**src/rtl/led_cnt_pkg.sv**
```systemverilog
// ---------------------------------------------------------------------------
// led_cnt_pkg
// Shared constants for the key-driven up/down LED counter.
//   MODE_WRAP / MODE_SAT : values of the SAT parameter (boundary behaviour)
//   DEF_DEB_CYCLES       : default debounce length (stable samples)
//   cnt_op_e             : per-cycle counter operation after priority decode
// ---------------------------------------------------------------------------
package led_cnt_pkg;

    localparam int MODE_WRAP      = 0;
    localparam int MODE_SAT       = 1;
    localparam int DEF_DEB_CYCLES = 50000;

    typedef enum logic [1:0] {
        OP_NONE = 2'd0,
        OP_CLR  = 2'd1,
        OP_INC  = 2'd2,
        OP_DEC  = 2'd3
    } cnt_op_e;

endpackage

```
**src/rtl/key_debounce.sv**
```systemverilog
// ---------------------------------------------------------------------------
// key_debounce
// Synchronises one active-low push-button, debounces it and emits a single
// clk-cycle press pulse on the accepted level's 1->0 transition.
//
// Ports:
//   clk    in   system clock, posedge
//   rst    in   synchronous active-high reset
//   key_n  in   raw key pin, active-low, asynchronous to clk
//   level  out  accepted (debounced) level, 1 = released
//   press  out  one-cycle pulse, registered, on accepted press
//
// Pin-to-press latency: pin low before edge N -> press high after edge
// N+DEB_CYCLES+2, so a consumer registering on press updates at N+DEB_CYCLES+3.
// ---------------------------------------------------------------------------
module key_debounce
    import led_cnt_pkg::*;
#(
    parameter int DEB_CYCLES = DEF_DEB_CYCLES
) (
    input  logic clk,
    input  logic rst,
    input  logic key_n,
    output logic level,
    output logic press
);

    localparam int CNT_W = $clog2(DEB_CYCLES + 1);
    localparam logic [CNT_W-1:0] CNT_LAST = CNT_W'(DEB_CYCLES - 1);

    logic             sync1_q, sync1_d;
    logic             sync2_q, sync2_d;
    logic             acc_q, acc_d;
    logic             acc_dly_q, acc_dly_d;
    logic             press_q, press_d;
    logic [CNT_W-1:0] cnt_q, cnt_d;

    always_comb begin
        sync1_d   = key_n;
        sync2_d   = sync1_q;
        acc_d     = acc_q;
        cnt_d     = '0;
        acc_dly_d = acc_q;
        // Count consecutive synchronised samples that disagree with the
        // accepted level; an agreeing sample clears the run.
        if (sync2_q != acc_q) begin
            if (cnt_q == CNT_LAST) begin
                acc_d = sync2_q;
                cnt_d = '0;
            end else begin
                cnt_d = cnt_q + CNT_W'(1);
            end
        end
        // Falling edge of the accepted level, seen one cycle late so the
        // pulse comes straight from a flop.
        press_d = acc_dly_q & ~acc_q;
    end

    always_ff @(posedge clk) begin
        if (rst) begin
            sync1_q   <= 1'b1;
            sync2_q   <= 1'b1;
            acc_q     <= 1'b1;
            acc_dly_q <= 1'b1;
            press_q   <= 1'b0;
            cnt_q     <= '0;
        end else begin
            sync1_q   <= sync1_d;
            sync2_q   <= sync2_d;
            acc_q     <= acc_d;
            acc_dly_q <= acc_dly_d;
            press_q   <= press_d;
            cnt_q     <= cnt_d;
        end
    end

    assign level = acc_q;
    assign press = press_q;

endmodule

```
**src/rtl/key_updown_counter.sv**
```systemverilog
// ---------------------------------------------------------------------------
// key_updown_counter
// Up/down counter driven by three active-low push-buttons, shown on LEDs.
//
// Ports:
//   clk    in   system clock, posedge
//   rst    in   synchronous active-high reset
//   KEY0   in   clear key, active-low, asynchronous
//   KEY1   in   increment key, active-low, asynchronous
//   KEY2   in   decrement key, active-low, asynchronous
//   LEDG   out  [WIDTH-1:0] current count, registered
//   bound  out  one-cycle pulse when an operation wraps (SAT=0) or clips (SAT=1)
//
// Per-cycle priority: clear > (inc and dec together: no-op) > inc > dec.
//
// Optional feature: define KEY_AUTOREPEAT_EN to make held KEY1/KEY2 repeat,
// first REP_DELAY cycles after the press then every REP_PERIOD cycles.
// Without the macro each press gives exactly one event and no repeat
// counters exist.
// ---------------------------------------------------------------------------
module key_updown_counter
    import led_cnt_pkg::*;
#(
    parameter int WIDTH      = 9,
    parameter int DEB_CYCLES = DEF_DEB_CYCLES,
    parameter int STEP       = 1,
    parameter int SAT        = MODE_WRAP,
    parameter int REP_DELAY  = 25000000,
    parameter int REP_PERIOD = 5000000
) (
    input  logic             clk,
    input  logic             rst,
    input  logic             KEY0,
    input  logic             KEY1,
    input  logic             KEY2,
    output logic [WIDTH-1:0] LEDG,
    output logic             bound
);

    localparam logic [WIDTH:0] STEP_W = (WIDTH + 1)'(STEP);

    logic lvl_clr, lvl_inc, lvl_dec;
    logic press_clr, press_inc, press_dec;
    logic inc_evt, dec_evt;
    logic unused_sig;

    key_debounce #(.DEB_CYCLES(DEB_CYCLES)) u_deb_clr (
        .clk   (clk),
        .rst   (rst),
        .key_n (KEY0),
        .level (lvl_clr),
        .press (press_clr)
    );

    key_debounce #(.DEB_CYCLES(DEB_CYCLES)) u_deb_inc (
        .clk   (clk),
        .rst   (rst),
        .key_n (KEY1),
        .level (lvl_inc),
        .press (press_inc)
    );

    key_debounce #(.DEB_CYCLES(DEB_CYCLES)) u_deb_dec (
        .clk   (clk),
        .rst   (rst),
        .key_n (KEY2),
        .level (lvl_dec),
        .press (press_dec)
    );

`ifdef KEY_AUTOREPEAT_EN
    localparam int REP_MAX = (REP_DELAY > REP_PERIOD) ? REP_DELAY : REP_PERIOD;
    localparam int REP_W   = $clog2(REP_MAX + 1);
    localparam logic [REP_W-1:0] DELAY_LAST  = REP_W'(REP_DELAY - 1);
    localparam logic [REP_W-1:0] PERIOD_LAST = REP_W'(REP_PERIOD - 1);

    // Index 0 = increment key, index 1 = decrement key.
    logic [1:0]            rep_arm_q, rep_arm_d;
    logic [1:0]            rep_first_q, rep_first_d;
    logic [1:0][REP_W-1:0] rep_cnt_q, rep_cnt_d;
    logic [1:0]            rep_fire;
    logic [1:0]            key_lvl, key_press;

    assign key_lvl   = {lvl_dec, lvl_inc};
    assign key_press = {press_dec, press_inc};

    always_comb begin
        rep_arm_d   = rep_arm_q;
        rep_first_d = rep_first_q;
        rep_cnt_d   = rep_cnt_q;
        rep_fire    = '0;
        for (int i = 0; i < 2; i++) begin
            if (press_clr || key_lvl[i]) begin
                // Release or clear ends repetition until the next press.
                rep_arm_d[i] = 1'b0;
                rep_cnt_d[i] = '0;
            end else if (key_press[i]) begin
                rep_arm_d[i]   = 1'b1;
                rep_first_d[i] = 1'b1;
                rep_cnt_d[i]   = '0;
            end else if (rep_arm_q[i]) begin
                if (rep_cnt_q[i] == (rep_first_q[i] ? DELAY_LAST : PERIOD_LAST)) begin
                    rep_fire[i]    = 1'b1;
                    rep_first_d[i] = 1'b0;
                    rep_cnt_d[i]   = '0;
                end else begin
                    rep_cnt_d[i] = rep_cnt_q[i] + REP_W'(1);
                end
            end
        end
    end

    always_ff @(posedge clk) begin
        if (rst) begin
            rep_arm_q   <= '0;
            rep_first_q <= '0;
            rep_cnt_q   <= '0;
        end else begin
            rep_arm_q   <= rep_arm_d;
            rep_first_q <= rep_first_d;
            rep_cnt_q   <= rep_cnt_d;
        end
    end

    assign inc_evt    = press_inc | rep_fire[0];
    assign dec_evt    = press_dec | rep_fire[1];
    assign unused_sig = lvl_clr;
`else
    assign inc_evt    = press_inc;
    assign dec_evt    = press_dec;
    assign unused_sig = ^{lvl_clr, lvl_inc, lvl_dec, REP_DELAY[0], REP_PERIOD[0]};
`endif

    cnt_op_e          op;
    logic [WIDTH:0]   sum_w, diff_w;
    logic [WIDTH-1:0] led_q, led_d;
    logic             bound_q, bound_d;

    always_comb begin
        op = OP_NONE;
        if (press_clr) begin
            op = OP_CLR;
        end else if (inc_evt && dec_evt) begin
            op = OP_NONE;
        end else if (inc_evt) begin
            op = OP_INC;
        end else if (dec_evt) begin
            op = OP_DEC;
        end
    end

    // One extra bit exposes carry-out on increment and borrow on decrement.
    always_comb begin
        sum_w   = {1'b0, led_q} + STEP_W;
        diff_w  = {1'b0, led_q} - STEP_W;
        led_d   = led_q;
        bound_d = 1'b0;
        case (op)
            OP_CLR: begin
                led_d = '0;
            end
            OP_INC: begin
                if (sum_w[WIDTH]) begin
                    bound_d = 1'b1;
                    led_d   = (SAT == MODE_SAT) ? '1 : sum_w[WIDTH-1:0];
                end else begin
                    led_d = sum_w[WIDTH-1:0];
                end
            end
            OP_DEC: begin
                if (diff_w[WIDTH]) begin
                    bound_d = 1'b1;
                    led_d   = (SAT == MODE_SAT) ? '0 : diff_w[WIDTH-1:0];
                end else begin
                    led_d = diff_w[WIDTH-1:0];
                end
            end
            default: begin
                led_d = led_q;
            end
        endcase
    end

    always_ff @(posedge clk) begin
        if (rst) begin
            led_q   <= '0;
            bound_q <= 1'b0;
        end else begin
            led_q   <= led_d;
            bound_q <= bound_d;
        end
    end

    assign LEDG  = led_q;
    assign bound = bound_q;

endmodule
```
**config.mk**
```make
export PLATFORM = sky130hd
export DESIGN_NAME = key_updown_counter
export DESIGN_NICKNAME = d
export VERILOG_FILES = /design/src/rtl/led_cnt_pkg.sv /design/src/rtl/key_debounce.sv /design/src/rtl/key_updown_counter.sv
export SDC_FILE = /design/constraint.sdc
export NUM_CORES = 1
export LEC_CHECK = 0
export CELL_PAD_IN_SITES_DETAIL_PLACEMENT = 1
export CELL_PAD_IN_SITES_GLOBAL_PLACEMENT = 1
export CORE_ASPECT_RATIO = 1.1
export CORE_UTILIZATION = 47
export DETAILED_ROUTE_END_ITERATION = 10
export PLACE_DENSITY = 0.86
export SYNTH_ARGS = -nofsm -noshare
export SYNTH_HDL_FRONTEND = slang
export SYNTH_SLANG_ARGS = --single-unit
export TNS_END_PERCENT = 30
```
**constraint.sdc**
```tcl
create_clock -name clk -period 2.3 [get_ports clk]
set_clock_uncertainty 0.15 [all_clocks]
set_input_delay 0.345 -clock clk [delete_from_list [all_inputs] [get_ports clk]]
set_output_delay 0.345 -clock clk [all_outputs]
set_load 0.05 [all_outputs]
```
; Word-level counts from Yosys, hierarchy flattened
; Index checks and enable logic that the tools add are counted.
[totals]
in_bits = 5
wordCells = 59
out_inout_bits = 10
register_bits = 73
[op_classes]
addsub = 5
n_eq_ne = 9
n_bitwise = 9
mux = 8
reduce_logical = 8
[op_table]
columns = cell, n
row1 = adder 16 x 1 -> 16 bit (second input constant), 3
row2 = equality test 16 bit (second input constant), 3
row3 = case mux 9 bit (3 select lines), 1
row4 = adder 9 x 1 -> 10 bit (second input constant), 1
row5 = subtractor 9 x 1 -> 10 bit (second input constant), 1
row6 = OR reduction 3 bit, 3
row7 = two-way mux 2 bit, 4
row8 = inverter 1 bit, 6
row9 = AND reduction 2 bit, 3
row10 = equality test 2 bit (second input constant), 2
row11 = bitwise AND 1 bit, 3
row12 = inequality test 1 bit, 3
row13 = nonzero test 3 bit, 1
row14 = equality test 2 x 1 -> 1 bit (second input constant), 1
row15 = two-way mux 1 bit, 2
row16 = case mux 1 bit (2 select lines), 1
row17 = logical AND 1 bit, 1

; Logic depth before layout (Yosys ltp)
[depth]
depth_word = 6
depth_mapped = 8
depth_no_buf = 6

; Hierarchy
; From an unflattened synthesis, not the netlist that was laid out.
[unflattened]
cells_unflattened = 382
hier_area_um2 = 3363.2
[modules_own_cells]
columns = module, area_each_um2, instances, cells_each, seq_area_each_um2
row1 = key_debounce, 852.1, 3, 93, 420.4
row2 = key_updown_counter, 807.0, 1, 103, 200.2

; Worst setup path after synthesis
; No wires, ideal clock.
[synth_path]
path_type = register -> register
start = reg led_q[1], in the netlist LEDG[1]
end = reg led_q[6], in the netlist LEDG[6]
stages_incl_launch_ff = 6
path_buffers = 0
setup_ns = 0.095
slack_ns = 0.104
synth_period_minus_slack_ns = 2.196
arrival_time_ns = 1.951
required_ns = 2.055
cell_sequence = dfxtp_1 ha_1 nand3_1 or3_1 or3_1 a221oi_1
[synth_between]
elab_chain_len = 2
elab_cells_between_ends = 3
classes_between = add/sub: 2 / mux: 1
[synth_rtl]
columns = element, line
row1 = from (decl), key_updown_counter.sv:136  ; logic [WIDTH-1:0] led_q, led_d;
row2 = from (signal assigned), key_updown_counter.sv:189  ; led_q <= led_d;
row3 = subtractor 9 x 1 -> 10 bit / adder 9 x 1 -> 10 bit (equally long branches), "key_updown_counter.sv:155, key_updown_counter.sv:154"
row4 = case mux 9 bit (3 select lines) *, key_updown_counter.sv:158  ; case (op)
; Mark *: on every way between the ends. The rest lies on a longest branch, timed or not.
; A chain may end at the register's enable or synchronous reset.

; Worst setup path after layout
[layout_path]
start = reg led_q[0], in the netlist LEDG[0]
end = out LEDG[0]
[layout_lines]
columns = element, line
row1 = to (decl), key_updown_counter.sv:36  ; output logic [WIDTH-1:0] LEDG,
; No word-level cell between the ends.

==> summary.txt <==
Finish
  • Register area: 0.00146 mm²
  • Final Instance Count excl. Fillers: 480
  • Leading cell type in the layout, fill and taps excluded: dfxtp_1
  • Diodes inserted: 0
  • Design Area, Final: 0.00389 mm²
  • Area occupied by multi-input gates: 0.00185 mm²
  • Fill cells: 820
  • Final nets: 402
  • Layout cells sized above 1: 0.142
  • Most frequent cells in the layout: dfxtp_1, nor2_1, xor2_1, nand3_1, xnor2_1
  • Area growth syn-to-layout: 10.6%

Timing
  • Worst setup margin: 0.0790 ns
  • Final setup fails: 0
  • Final min period: 2.22 ns
  • Fin crit share: 0.966
  • Final hold vios: 0
  • Slew @ Worst Pin: 0.503 ns
  • Setup TNS: 0 ns
  • Slew Limit Headroom: 0.662
  • FMAX: 0.450 GHz
  • Fin Hold WS: 0.259 ns
  • Final Max Tran Viols: 0
  • RSZ-0062 raised after global routing: no

Synth
  • Synth Flop Type: dfxtp_1
  • Share of the synthesized area in the top cell type: 0.415
  • Syn Inst Count: 379
  • Synth Area in Compound Gates: 0.0757
  • Post-synthesis mux area share: 0.0114
  • Synth area leader: dfxtp_1
  • Mapped Avg Cell Area: 9.29 µm²
  • Synth Area in XOR/XNOR: 0.105
  • Synth warnings: 0
  • Netlist cell types: 52
  • Adder-cell area share of the yosys netlist: 0.0213
  • Top post-synthesis cells by area: dfxtp_1, xor2_1, nor2_4, xnor2_1, nor2_1
  • Mapped Area: 0.00352 mm²
  • Syn_nets: 390
  • Post-synthesis register bit count: 73
  • Register area share after synthesis: 0.415
  • Largest family of logic cells by synthesized area: simple AND/OR/NAND/NOR gates
  • Post-synth ARST share: 0
  • Simple-gate share of the synthesized area: 0.312
  • Post-synth EDFFs: 0

Min path
  • Hold Path Stages: 2
  • Min-delay worst type: register to register

Setup path
  • Reg2Reg Setup Slack: 0.15 ns
  • Worst-path cell chain: clkdlybuf4s50_1
  • Critical Path Source Type: register
  • Reg2Reg Depth: 6
  • CP Capture Type: output pin
  • Slowest cell on crit path: clkdlybuf4s50_1
  • CP Data Required Time: 1.80 ns
  • Top Family by Delay on Critical Path: buffers and inverters
  • Crit-path max FO: 8
  • CP arrival: 1.73 ns
  • CP Depth: 1
  • Bufs and invs on worst path: 1
  • Slowest stage delay, CP: 0.88 ns
  • CP Class: register to output pin

Floorplanning
  • # IOs: 15
  • Vert. Die Dim: 92.8 µm
  • DIE WIDTH: 84.5 µm
  • Die ar.: 0.00784 mm²
  • Rows: 32
  • Core Footprint: 0.00713 mm²
  • Starting Density: 0.494

Placement
  • Dpl ws: 0.177 ns
  • Placed cell areas: 0.00367 mm²
  • Detailed Place HPWL: 5060 µm
  • Port Buffers: 14
  • Dpl cells: 465
  • Final Wtd Congestion: 0.835

Power
  • Leakage power: 1.32 nW
  • Pwr dens: 625 mW/mm²
  • Worst VDD drop: 311 µV

Global routing
  • Vias in the first global route: 2,777
  • Antenna violations before repair: 0
  • Largest net degree at the start of global routing: 17
  • GRT overflow: 0
  • Overall Global Routing Usage: 0.208
  • First-pass GRT wire length: 12,900 µm

Status
  • Failing checks: design-rule violations
  • Outcome: complete, but fails checks

Clock network
  • Worst-skew pair later-pin latency: 0.35 ns
  • Clk sinks: 73
  • Max Root-Sink Buffers: 2
  • Post-CTS Hold Buffers: 0
  • CTS tree: done
  • CTS clock-pin slew for the worst setup and hold paths: 0.08 ns
  • Root Driver: clkbuf_8
  • TritonCTS buffer count: 9
  • Htree depth: 3

Drt
  • Post-route antenna net violation count: 0
  • DR WL/cell: 15.8 µm
  • Drt first pass iters: 7
  • Initial DRC Count: 86
  • Wirelength, routed: 7570 µm
  • Via Count: 2,755
  • DRC: 2
  • Vias per cell: 5.74

Run
  • Max-Cap Viols: 0
==> cell families (layout without fill, tap and decap cells) <==
group | after synthesis | after routing
XOR/XNOR | 42 | 42
AO/OA/AOI/OAI | 38 | 38
adder cells (fa/ha/maj) | 6 | 6
flip-flops | 73 | 73
AND/OR/NAND/NOR | 180 | 180
multiplexers | 4 | 4
buffers and inverters | 36 | 52
==> per-layer routing <==
layer	vias to the layer above	share of wire	global-route usage
met5	-	0	0
met4	0	0.020	0.100
met3	12	0.023	0.0419
met2	28	0.52	0.372
met1	1351	0.44	0.235
li1	1364	-	-
==> synthesized netlist by cell type (all sizes together) (2+ instances only) <==
cell	count
a221oi	2
ha	6
nand4	16
or3	9
and3	4
nand4b	2
mux2i	4
or2	10
nor4	10
and4	9
xnor2	17
inv	15
nor3	10
o211ai	2
nor4bb	2
nand3	22
a21oi	11
buf	13
xor2	25
a31oi	2
a211oi	2
dfxtp	73
o311a	2
nor4b	2
nand2	16
o31ai	2
clkbuf	7
and4b	3
o21ai	8
nor2	58
a21boi	2
==> worst paths after layout <==
kind / to / from
setup reg to reg: LEDG[7] / u_deb_inc.press
setup / recovery: LEDG[0] / LEDG[0]
hold reg to reg: u_deb_inc.press / u_deb_inc.acc_dly_q
hold / removal: u_deb_inc.press / u_deb_inc.acc_dly_q
==> worst reg2reg max path: cells and delay by family (launching register included) <==
| kind | cells | cell delay [ns] |
|---|---|---|
| AO/OA/AOI/OAI | 2 | 0.38 |
| adder cells (fa/ha/maj) | 1 | 0.44 |
| buffers and inverters | 1 | 0.04 |
| flip-flops | 1 | 0.31 |
| AND/OR/NAND/NOR | 2 | 0.75 |
==> flip-flops by register name, summed over array words and instances (netlist names), 9 cells and up <==
register,cells
LEDG,9
u_deb_clr.cnt_q,16
u_deb_dec.cnt_q,16
u_deb_inc.cnt_q,16
==> power breakdown <==
part | switching, mW | total [mW] | internal (mW) | leakage, nW
clock network | 0.488 | 1.12 | 0.632 | 0.104
logic | 0.0229 | 0.0379 | 0.0150 | 0.621
registers | 0.00365 | 1.27 | 1.27 | 0.590
total | 0.514 | 2.43 | 1.92 | 1.32
==> metrics by stage <==
step | power, mW | utilization
after floorplan | 1.33 | -
after global placement | 1.34 | 0.515
after detailed placement | 1.34 | 0.515
after CTS | 2.45 | 0.545
after global routing | 2.51 | 0.546
final | 2.43 | 0.546
==> repair_timing <==
item,in CTS,in global routing
buffers inserted,0,0
resized for setup,0,2
setup endpoints to repair,0,2
==> area by class of cell <==
type	count	area share
well taps	85	0.0273
repair buffers	21	0.0508
flip-flops and latches	73	0.376
clock inverters	5	0.0206
inverters	16	0.0154
multi-input cells	270	0.475
clock buffers	10	0.0354
Power figures use the tool's default switching activity.
